--- src/rtl/fq_pkg.sv ---
// fq_pkg -- shared constants for the frequency display path.
//   BCD_DIGITS : width of the packed BCD result in digits
//   BIN_W      : width of the binary frequency input
//   SR_W       : width of the double-dabble shift register (BCD field + binary field)
//   state_e    : conversion FSM states
//   SEG_*      : active-high {g,f,e,d,c,b,a} patterns for digits, dash and blank
package fq_pkg;

  localparam int BCD_DIGITS = 10;
  localparam int BIN_W      = 32;
  localparam int SR_W       = BIN_W + 4 * BCD_DIGITS;

  typedef enum logic [1:0] {
    IDLE  = 2'd0,
    SHIFT = 2'd1,
    DONE  = 2'd2
  } state_e;

  localparam logic [6:0] SEG_0     = 7'h3F;
  localparam logic [6:0] SEG_1     = 7'h06;
  localparam logic [6:0] SEG_2     = 7'h5B;
  localparam logic [6:0] SEG_3     = 7'h4F;
  localparam logic [6:0] SEG_4     = 7'h66;
  localparam logic [6:0] SEG_5     = 7'h6D;
  localparam logic [6:0] SEG_6     = 7'h7D;
  localparam logic [6:0] SEG_7     = 7'h07;
  localparam logic [6:0] SEG_8     = 7'h7F;
  localparam logic [6:0] SEG_9     = 7'h6F;
  localparam logic [6:0] SEG_DASH  = 7'h40;
  localparam logic [6:0] SEG_BLANK = 7'h00;

endpackage

--- src/rtl/fq_seg_decode.sv ---
// fq_seg_decode -- combinational BCD to 7-segment decoder.
//   bcd_i   : one BCD digit
//   blank_i : force all segments off (leading-zero suppression)
//   dash_i  : force a '-' (over-range indication); wins over blank_i
//   seg_o   : active-high segments {g,f,e,d,c,b,a}
module fq_seg_decode
  import fq_pkg::*;
(
  input  logic [3:0] bcd_i,
  input  logic       blank_i,
  input  logic       dash_i,
  output logic [6:0] seg_o
);

  always_comb begin
    seg_o = SEG_BLANK;
    if (dash_i) begin
      seg_o = SEG_DASH;
    end else if (!blank_i) begin
      case (bcd_i)
        4'd0:    seg_o = SEG_0;
        4'd1:    seg_o = SEG_1;
        4'd2:    seg_o = SEG_2;
        4'd3:    seg_o = SEG_3;
        4'd4:    seg_o = SEG_4;
        4'd5:    seg_o = SEG_5;
        4'd6:    seg_o = SEG_6;
        4'd7:    seg_o = SEG_7;
        4'd8:    seg_o = SEG_8;
        4'd9:    seg_o = SEG_9;
        default: seg_o = SEG_BLANK;  // non-BCD codes are shown blank
      endcase
    end
  end

endmodule

--- src/rtl/fq_bcd_display.sv ---
// fq_bcd_display -- binary frequency to packed BCD (sequential double-dabble)
// and multiplexed 7-segment display driver.
//   ref_freq      : clock, rising edge
//   nReset        : asynchronous active-low reset
//   measured_freq : binary frequency in Hz (quasi-static)
//   bcd           : 10 packed BCD digits, digit 0 in [3:0]
//   bcd_valid     : one-cycle pulse when bcd updates
//   busy          : conversion in progress
//   over_range    : value needs more than DIGITS digits
//   seg           : active-high segments {g,f,e,d,c,b,a} for the selected digit
//   digit_en      : one-hot active-high digit select
module fq_bcd_display
  import fq_pkg::*;
#(
  parameter int DIGITS   = 8,
  parameter int SCAN_DIV = 1000
) (
  input  logic                  ref_freq,
  input  logic                  nReset,
  input  logic [BIN_W-1:0]      measured_freq,
  output logic [4*BCD_DIGITS-1:0] bcd,
  output logic                  bcd_valid,
  output logic                  busy,
  output logic                  over_range,
  output logic [6:0]            seg,
  output logic [DIGITS-1:0]     digit_en
);

  localparam int IDX_W = (DIGITS > 1) ? $clog2(DIGITS) : 1;
  localparam int CNT_W = (SCAN_DIV > 1) ? $clog2(SCAN_DIV) : 1;
  localparam int BCD_W = 4 * BCD_DIGITS;

  // Digits at or above DIGITS cannot be displayed; any nonzero one there is over-range.
  localparam logic [BCD_DIGITS-1:0] OVER_MASK =
    ~BCD_DIGITS'((11'd1 << DIGITS) - 11'd1);

  // ---------------------------------------------------------------------------
  // Conversion FSM and datapath
  // ---------------------------------------------------------------------------
  state_e state_q, state_d;

  logic [BIN_W-1:0]      last_q, last_d;
  logic [SR_W-1:0]       sr_q, sr_d;
  logic [SR_W-1:0]       sr_adj;
  logic [4:0]            iter_q, iter_d;
  logic [BCD_W-1:0]      bcd_q, bcd_d;
  logic                  bcd_valid_q, bcd_valid_d;
  logic                  busy_q, busy_d;
  logic                  over_q, over_d;
  logic [BCD_DIGITS-1:0] sr_digit_nz;

  // Add-3 correction on every BCD nibble of the shift register, ahead of the shift.
  assign sr_adj[BIN_W-1:0] = sr_q[BIN_W-1:0];
  generate
    for (genvar gi = 0; gi < BCD_DIGITS; gi++) begin : g_add3
      logic [3:0] nib;
      assign nib = sr_q[BIN_W + 4*gi +: 4];
      assign sr_adj[BIN_W + 4*gi +: 4] = (nib >= 4'd5) ? nib + 4'd3 : nib;
      assign sr_digit_nz[gi] = |nib;
    end
  endgenerate

  // State register
  always_ff @(posedge ref_freq or negedge nReset) begin
    if (!nReset) state_q <= IDLE;
    else         state_q <= state_d;
  end

  // Next-state logic
  always_comb begin
    state_d = state_q;
    case (state_q)
      IDLE:    if (measured_freq != last_q) state_d = SHIFT;
      SHIFT:   if (iter_q == 5'd31) state_d = DONE;
      DONE:    state_d = IDLE;
      default: state_d = IDLE;
    endcase
  end

  // Output / datapath logic
  always_comb begin
    last_d      = last_q;
    sr_d        = sr_q;
    iter_d      = iter_q;
    bcd_d       = bcd_q;
    bcd_valid_d = 1'b0;
    busy_d      = busy_q;
    over_d      = over_q;
    case (state_q)
      IDLE: begin
        if (measured_freq != last_q) begin
          last_d = measured_freq;
          sr_d   = {{BCD_W{1'b0}}, measured_freq};
          iter_d = 5'd0;
          busy_d = 1'b1;
        end
      end
      SHIFT: begin
        sr_d   = {sr_adj[SR_W-2:0], 1'b0};
        iter_d = iter_q + 5'd1;
      end
      DONE: begin
        bcd_d       = sr_q[SR_W-1:BIN_W];
        bcd_valid_d = 1'b1;
        busy_d      = 1'b0;
        over_d      = |(sr_digit_nz & OVER_MASK);
      end
      default: ;
    endcase
  end

  always_ff @(posedge ref_freq or negedge nReset) begin
    if (!nReset) begin
      last_q      <= '0;
      sr_q        <= '0;
      iter_q      <= '0;
      bcd_q       <= '0;
      bcd_valid_q <= 1'b0;
      busy_q      <= 1'b0;
      over_q      <= 1'b0;
    end else begin
      last_q      <= last_d;
      sr_q        <= sr_d;
      iter_q      <= iter_d;
      bcd_q       <= bcd_d;
      bcd_valid_q <= bcd_valid_d;
      busy_q      <= busy_d;
      over_q      <= over_d;
    end
  end

  // ---------------------------------------------------------------------------
  // Display scan (free-running, independent of the FSM)
  // ---------------------------------------------------------------------------
  logic [CNT_W-1:0]    cnt_q, cnt_d;
  logic [IDX_W-1:0]    idx_q, idx_d;
  logic [DIGITS-1:0]   digit_en_q, digit_en_d;
  logic [6:0]          seg_q, seg_d;
  logic [3:0]          sel_nib;
  logic                sel_blank;
  logic [BCD_DIGITS:0] zero_from;  // zero_from[k]: digits k..9 of bcd are all zero

  assign zero_from[BCD_DIGITS] = 1'b1;
  generate
    for (genvar gi = 0; gi < BCD_DIGITS; gi++) begin : g_zero
      assign zero_from[gi] = (bcd_q[4*gi +: 4] == 4'd0) && zero_from[gi+1];
    end
  endgenerate

  always_comb begin
    cnt_d = cnt_q + 1'b1;
    idx_d = idx_q;
    if (cnt_q == CNT_W'(SCAN_DIV - 1)) begin
      cnt_d = '0;
      idx_d = (idx_q == IDX_W'(DIGITS - 1)) ? '0 : idx_q + 1'b1;
    end
    digit_en_d = DIGITS'(1) << idx_d;
  end

  // Segments are computed for the digit that becomes active on this edge, so
  // seg and digit_en always change together.
  always_comb begin
    sel_nib   = 4'd0;
    sel_blank = 1'b0;
    for (int k = 0; k < DIGITS; k++) begin
      if (idx_d == IDX_W'(k)) begin
        sel_nib   = bcd_q[4*k +: 4];
        sel_blank = (k != 0) && zero_from[k];
      end
    end
  end

  fq_seg_decode u_seg_decode (
    .bcd_i   (sel_nib),
    .blank_i (sel_blank),
    .dash_i  (over_q),
    .seg_o   (seg_d)
  );

  always_ff @(posedge ref_freq or negedge nReset) begin
    if (!nReset) begin
      cnt_q      <= '0;
      idx_q      <= '0;
      digit_en_q <= DIGITS'(1);
      seg_q      <= SEG_0;
    end else begin
      cnt_q      <= cnt_d;
      idx_q      <= idx_d;
      digit_en_q <= digit_en_d;
      seg_q      <= seg_d;
    end
  end

  assign bcd        = bcd_q;
  assign bcd_valid  = bcd_valid_q;
  assign busy       = busy_q;
  assign over_range = over_q;
  assign seg        = seg_q;
  assign digit_en   = digit_en_q;

endmodule
--- config.mk ---
export PLATFORM = sky130hd
export DESIGN_NAME = fq_bcd_display
export DESIGN_NICKNAME = d
export VERILOG_FILES = /design/src/rtl/fq_pkg.sv /design/src/rtl/fq_seg_decode.sv /design/src/rtl/fq_bcd_display.sv
export SDC_FILE = /design/constraint.sdc
export NUM_CORES = 1
export LEC_CHECK = 0
export CAP_MARGIN = 20
export CELL_PAD_IN_SITES_DETAIL_PLACEMENT = 1
export CELL_PAD_IN_SITES_GLOBAL_PLACEMENT = 1
export CORE_ASPECT_RATIO = 1.5
export CORE_UTILIZATION = 45
export CTS_BUF_LIST = sky130_fd_sc_hd__clkbuf_16
export DETAILED_ROUTE_END_ITERATION = 10
export MAX_ROUTING_LAYER = met4
export PLACE_DENSITY = 0.91
export SYNTH_ARGS = -nofsm -noshare
export SYNTH_HDL_FRONTEND = slang
export SYNTH_SLANG_ARGS = --single-unit
--- constraint.sdc ---
create_clock -name ref_freq -period 3.4 [get_ports ref_freq]
set_clock_uncertainty 0.1 [all_clocks]
set_input_delay 1.02 -clock ref_freq [delete_from_list [all_inputs] [get_ports ref_freq]]
set_output_delay 1.02 -clock ref_freq [all_outputs]
set_load 0.02 [all_outputs]
==> run summary <==
WP data required: 3.69 ns
number of global-route vias before repair: 8291
Startpoint Class: input port
PortBufs: 91
worst slew pin tran: 1.00 ns
Syn Inst Count: 899
VDD IR max: 0.402 mV
Final Cycle Share: 97.7%
xor-xnor portion of the synthesized cell area: 5.38%
initial core utilization: 46.5%
die footprint: 21200 um2
max_slew headroom: 33.0%
complex-gate fraction of the synthesized area: 16.2%
# DRC: 0
FF+latch count, synth: 182
final slew viol count: 0
ys async rst share: 100%
critical-path maximum fanout: 14
Root Buffer Master: clkbuf_16
startpoint of the worst register-to-register path: cnt_q[0]
n_diodes: 0
layout cells sized above 1: 16.3%
first-pass GRT wire length: 43700 um
Setup crit end kind: flop
Yosys top cell area share: 47.2%
Layout Nets: 1076
clk_lat worst skew: 0.45 ns
PwrDens: 633 nW/um2
Die Ht: 178 um
Arr. time, crit path: 3.61 ns
clock tree buffer depth: 2
min-delay src: sr_q[16]
Iteration-0 DRC Markers: 527
GPL Wtd Cong: 0.937
Crit Path Class: input port to flop
Worst Setup SP: measured_freq[2]
largest cells by area after synthesis: dfrtp_1, mux2_2, nand2_1
Primary FF master, synth: dfrtp_1
initial antenna violation count: 0
Pwr Total: 7.28 mW
area grow syn2layout: 24.1%
H-tree depth: 4
Post-Synth Simple-Gate Area: 13.5%
TritonRoute pass-1 iters: 5
detailed-placement wirelength estimate: 19200 um
Post-Route WL: 26900 um
Clock transition at path regs: 0.07 ns
Syn. warnings: 0
mapped cell area: 9270 um2
Via Count: 7668
core area: 19900 um2
Total Routing Usage GR: 27.6%
Yosys top cell by area: dfrtp_1
largest net degree at the start of global routing: 69
FP Rows: 63
largest family of logic cells by synthesized area: compound AO/OA/AOI/OAI gates
hold_buf cts: 0
Synth Area per Inst: 10.3 um2
# setup viols final: 0
final hold vios: 0
maxcap violations: 0
most numerous cell in the Yosys netlist: dfrtp_1
f_max: 0.301 GHz
clk sink count: 182
mux cell area share after synthesis: 7.87%
post-synthesis sequential area ratio: 49.2%
worst min path class: flop to flop
minimum hold slack: 0.376 ns
min Tclk post-route: 3.32 ns
Vias/cell: 5.98
status: finished, final reports clean
remaining antenna violation count after routing: 0
Net Count, Synth: 965
CTS tree: done
Post-synth EDFFs: 0
I/O Pins: 92
die width: 119 um
total grt overflow: 0
Distinct cells, synth: 64
clock buffers created by TritonCTS: 17
commonest cells in the netlist: dfrtp_1, nand2_1, mux2_2, o21ai_0, xnor2_1
adder-cell share of the synthesized area: 4.32%
DR WL/cell: 21.0 um
Static Leak: 4.95 nW
[repair_timing]
item,4_1_cts,5_1_grt
buffers inserted,0,3
endpoints found under the setup margin,4,7
pin swaps,0,0
resized for setup,2,7
endpoints found under the hold margin,0,0
[cells by family after synthesis]
| family | after synthesis |
|---|---|
| compound gates | 218 |
| xor+xnor | 57 |
| fa+ha+maj | 32 |
| buf+inv | 85 |
| flops | 182 |
| mux | 66 |
| simple gates | 259 |
[path summary, 6_finish.rpt]
check | slack (ns) | cells after the start | to
setup / recovery | 0.08 | 11 | sr_q[3]
hold / removal | 0.38 | 2 | sr_q[16]
setup reg to reg | 0.11 | 14 | seg[5]
hold reg to reg | 0.38 | 2 | sr_q[16]
max in group asynchronous | 2.05 | 2 | sr_q[11]
min in group asynchronous | 0.46 | 1 | cnt_q[6]
[layout by cell type, fill, tap and decap left out, types with 4 or more instances in the layout]
cell type and instances:
dfrtp_1 175, nand2_1 132, clkdlybuf4s50_1 90, mux2_2 55, o21ai_0 46, xnor2_1 44
buf_4 42, inv_1 35, nor2_1 33, a22oi_1 33, ha_1 31, a21oi_1 29
o22ai_1 26, clkbuf_16 17, nand4_1 14, nand2b_1 13, o31ai_1 13, xor2_1 13
nor4_1 11, a32o_1 10, o32ai_1 10, nand3_1 10, mux2i_1 10, buf_12 9
a31oi_1 8, nor2b_1 7, dfstp_2 7, and3_1 6, nor3_1 5, and2_1 5
o21bai_1 5, a221o_1 4, or4_1 4
[metal layers]
| metal | vias to the layer above | wire length, um | GRT usage (%) |
|---|---|---|---|
| met5 | - | 0 | - |
| met4 | 0 | 1420 | 17.5 |
| met3 | 94 | 848 | 4.11 |
| met2 | 228 | 14500 | 48.2 |
| met1 | 3900 | 10100 | 29.2 |
| li1 | 3446 | - | - |
[sequential cells by signal (all words and copies together) (netlist names)]
register    flops
sr_q           72
bcd            40
last_q         32
cnt_q          10
digit_en        8
seg             7
iter_q          5
idx_q           3
state_q         2
bcd_valid       1
busy            1
over_range      1
[where the power goes]
part / leakage (nW) / total [mW] / switching [mW] / internal, mW
Clock: 0.301 / 2.11 / 0.936 / 1.18
Sequential: 2.31 / 3.08 / 0.455 / 2.63
Combinational: 2.34 / 2.08 / 1.07 / 1.01
[area by class of cell]
type,count,area (um2)
fill,2101,8440
clock inverter,15,194
multi-input combinational,632,4460
inverter,35,131
clock buffer,17,425
timing repair buffer,142,1410
sequential,182,4560
tap,260,325
[critical path, stage by stage]
cell and delay (ns):
clkdlybuf4s50_1 0.50, xnor2_1 0.31, nand4_1 0.17, nor4_1 0.47
buf_4 0.23, a311oi_4 0.12, buf_12 0.19, nor2_2 0.17
buf_4 0.25, nand2_1 0.09, nand2_1 0.07
[per-stage QoR]
| stage | worst slack [ns] | std cells | instance area [um2] | setup TNS, ns | util (%) |
|---|---|---|---|---|---|
| 3_3_place_gp | 0.0271 | 1248 | 10800 | 0 | 54.2 |
| 5_1_grt | -0.00955 | 1283 | 11500 | -0.0147 | 57.7 |
| 6_report | 0.0771 | 1283 | 11500 | 0 | 57.7 |
| 3_5_place_dp | -0.102 | 1248 | 10800 | -2.22 | 54.2 |
| 4_1_cts | 0.0142 | 1280 | 11400 | 0 | 57.4 |
| 2_1_floorplan | 0.318 | 899 | 9270 | 0 | - |
Note: power is estimated with default switching activity, not from simulation.
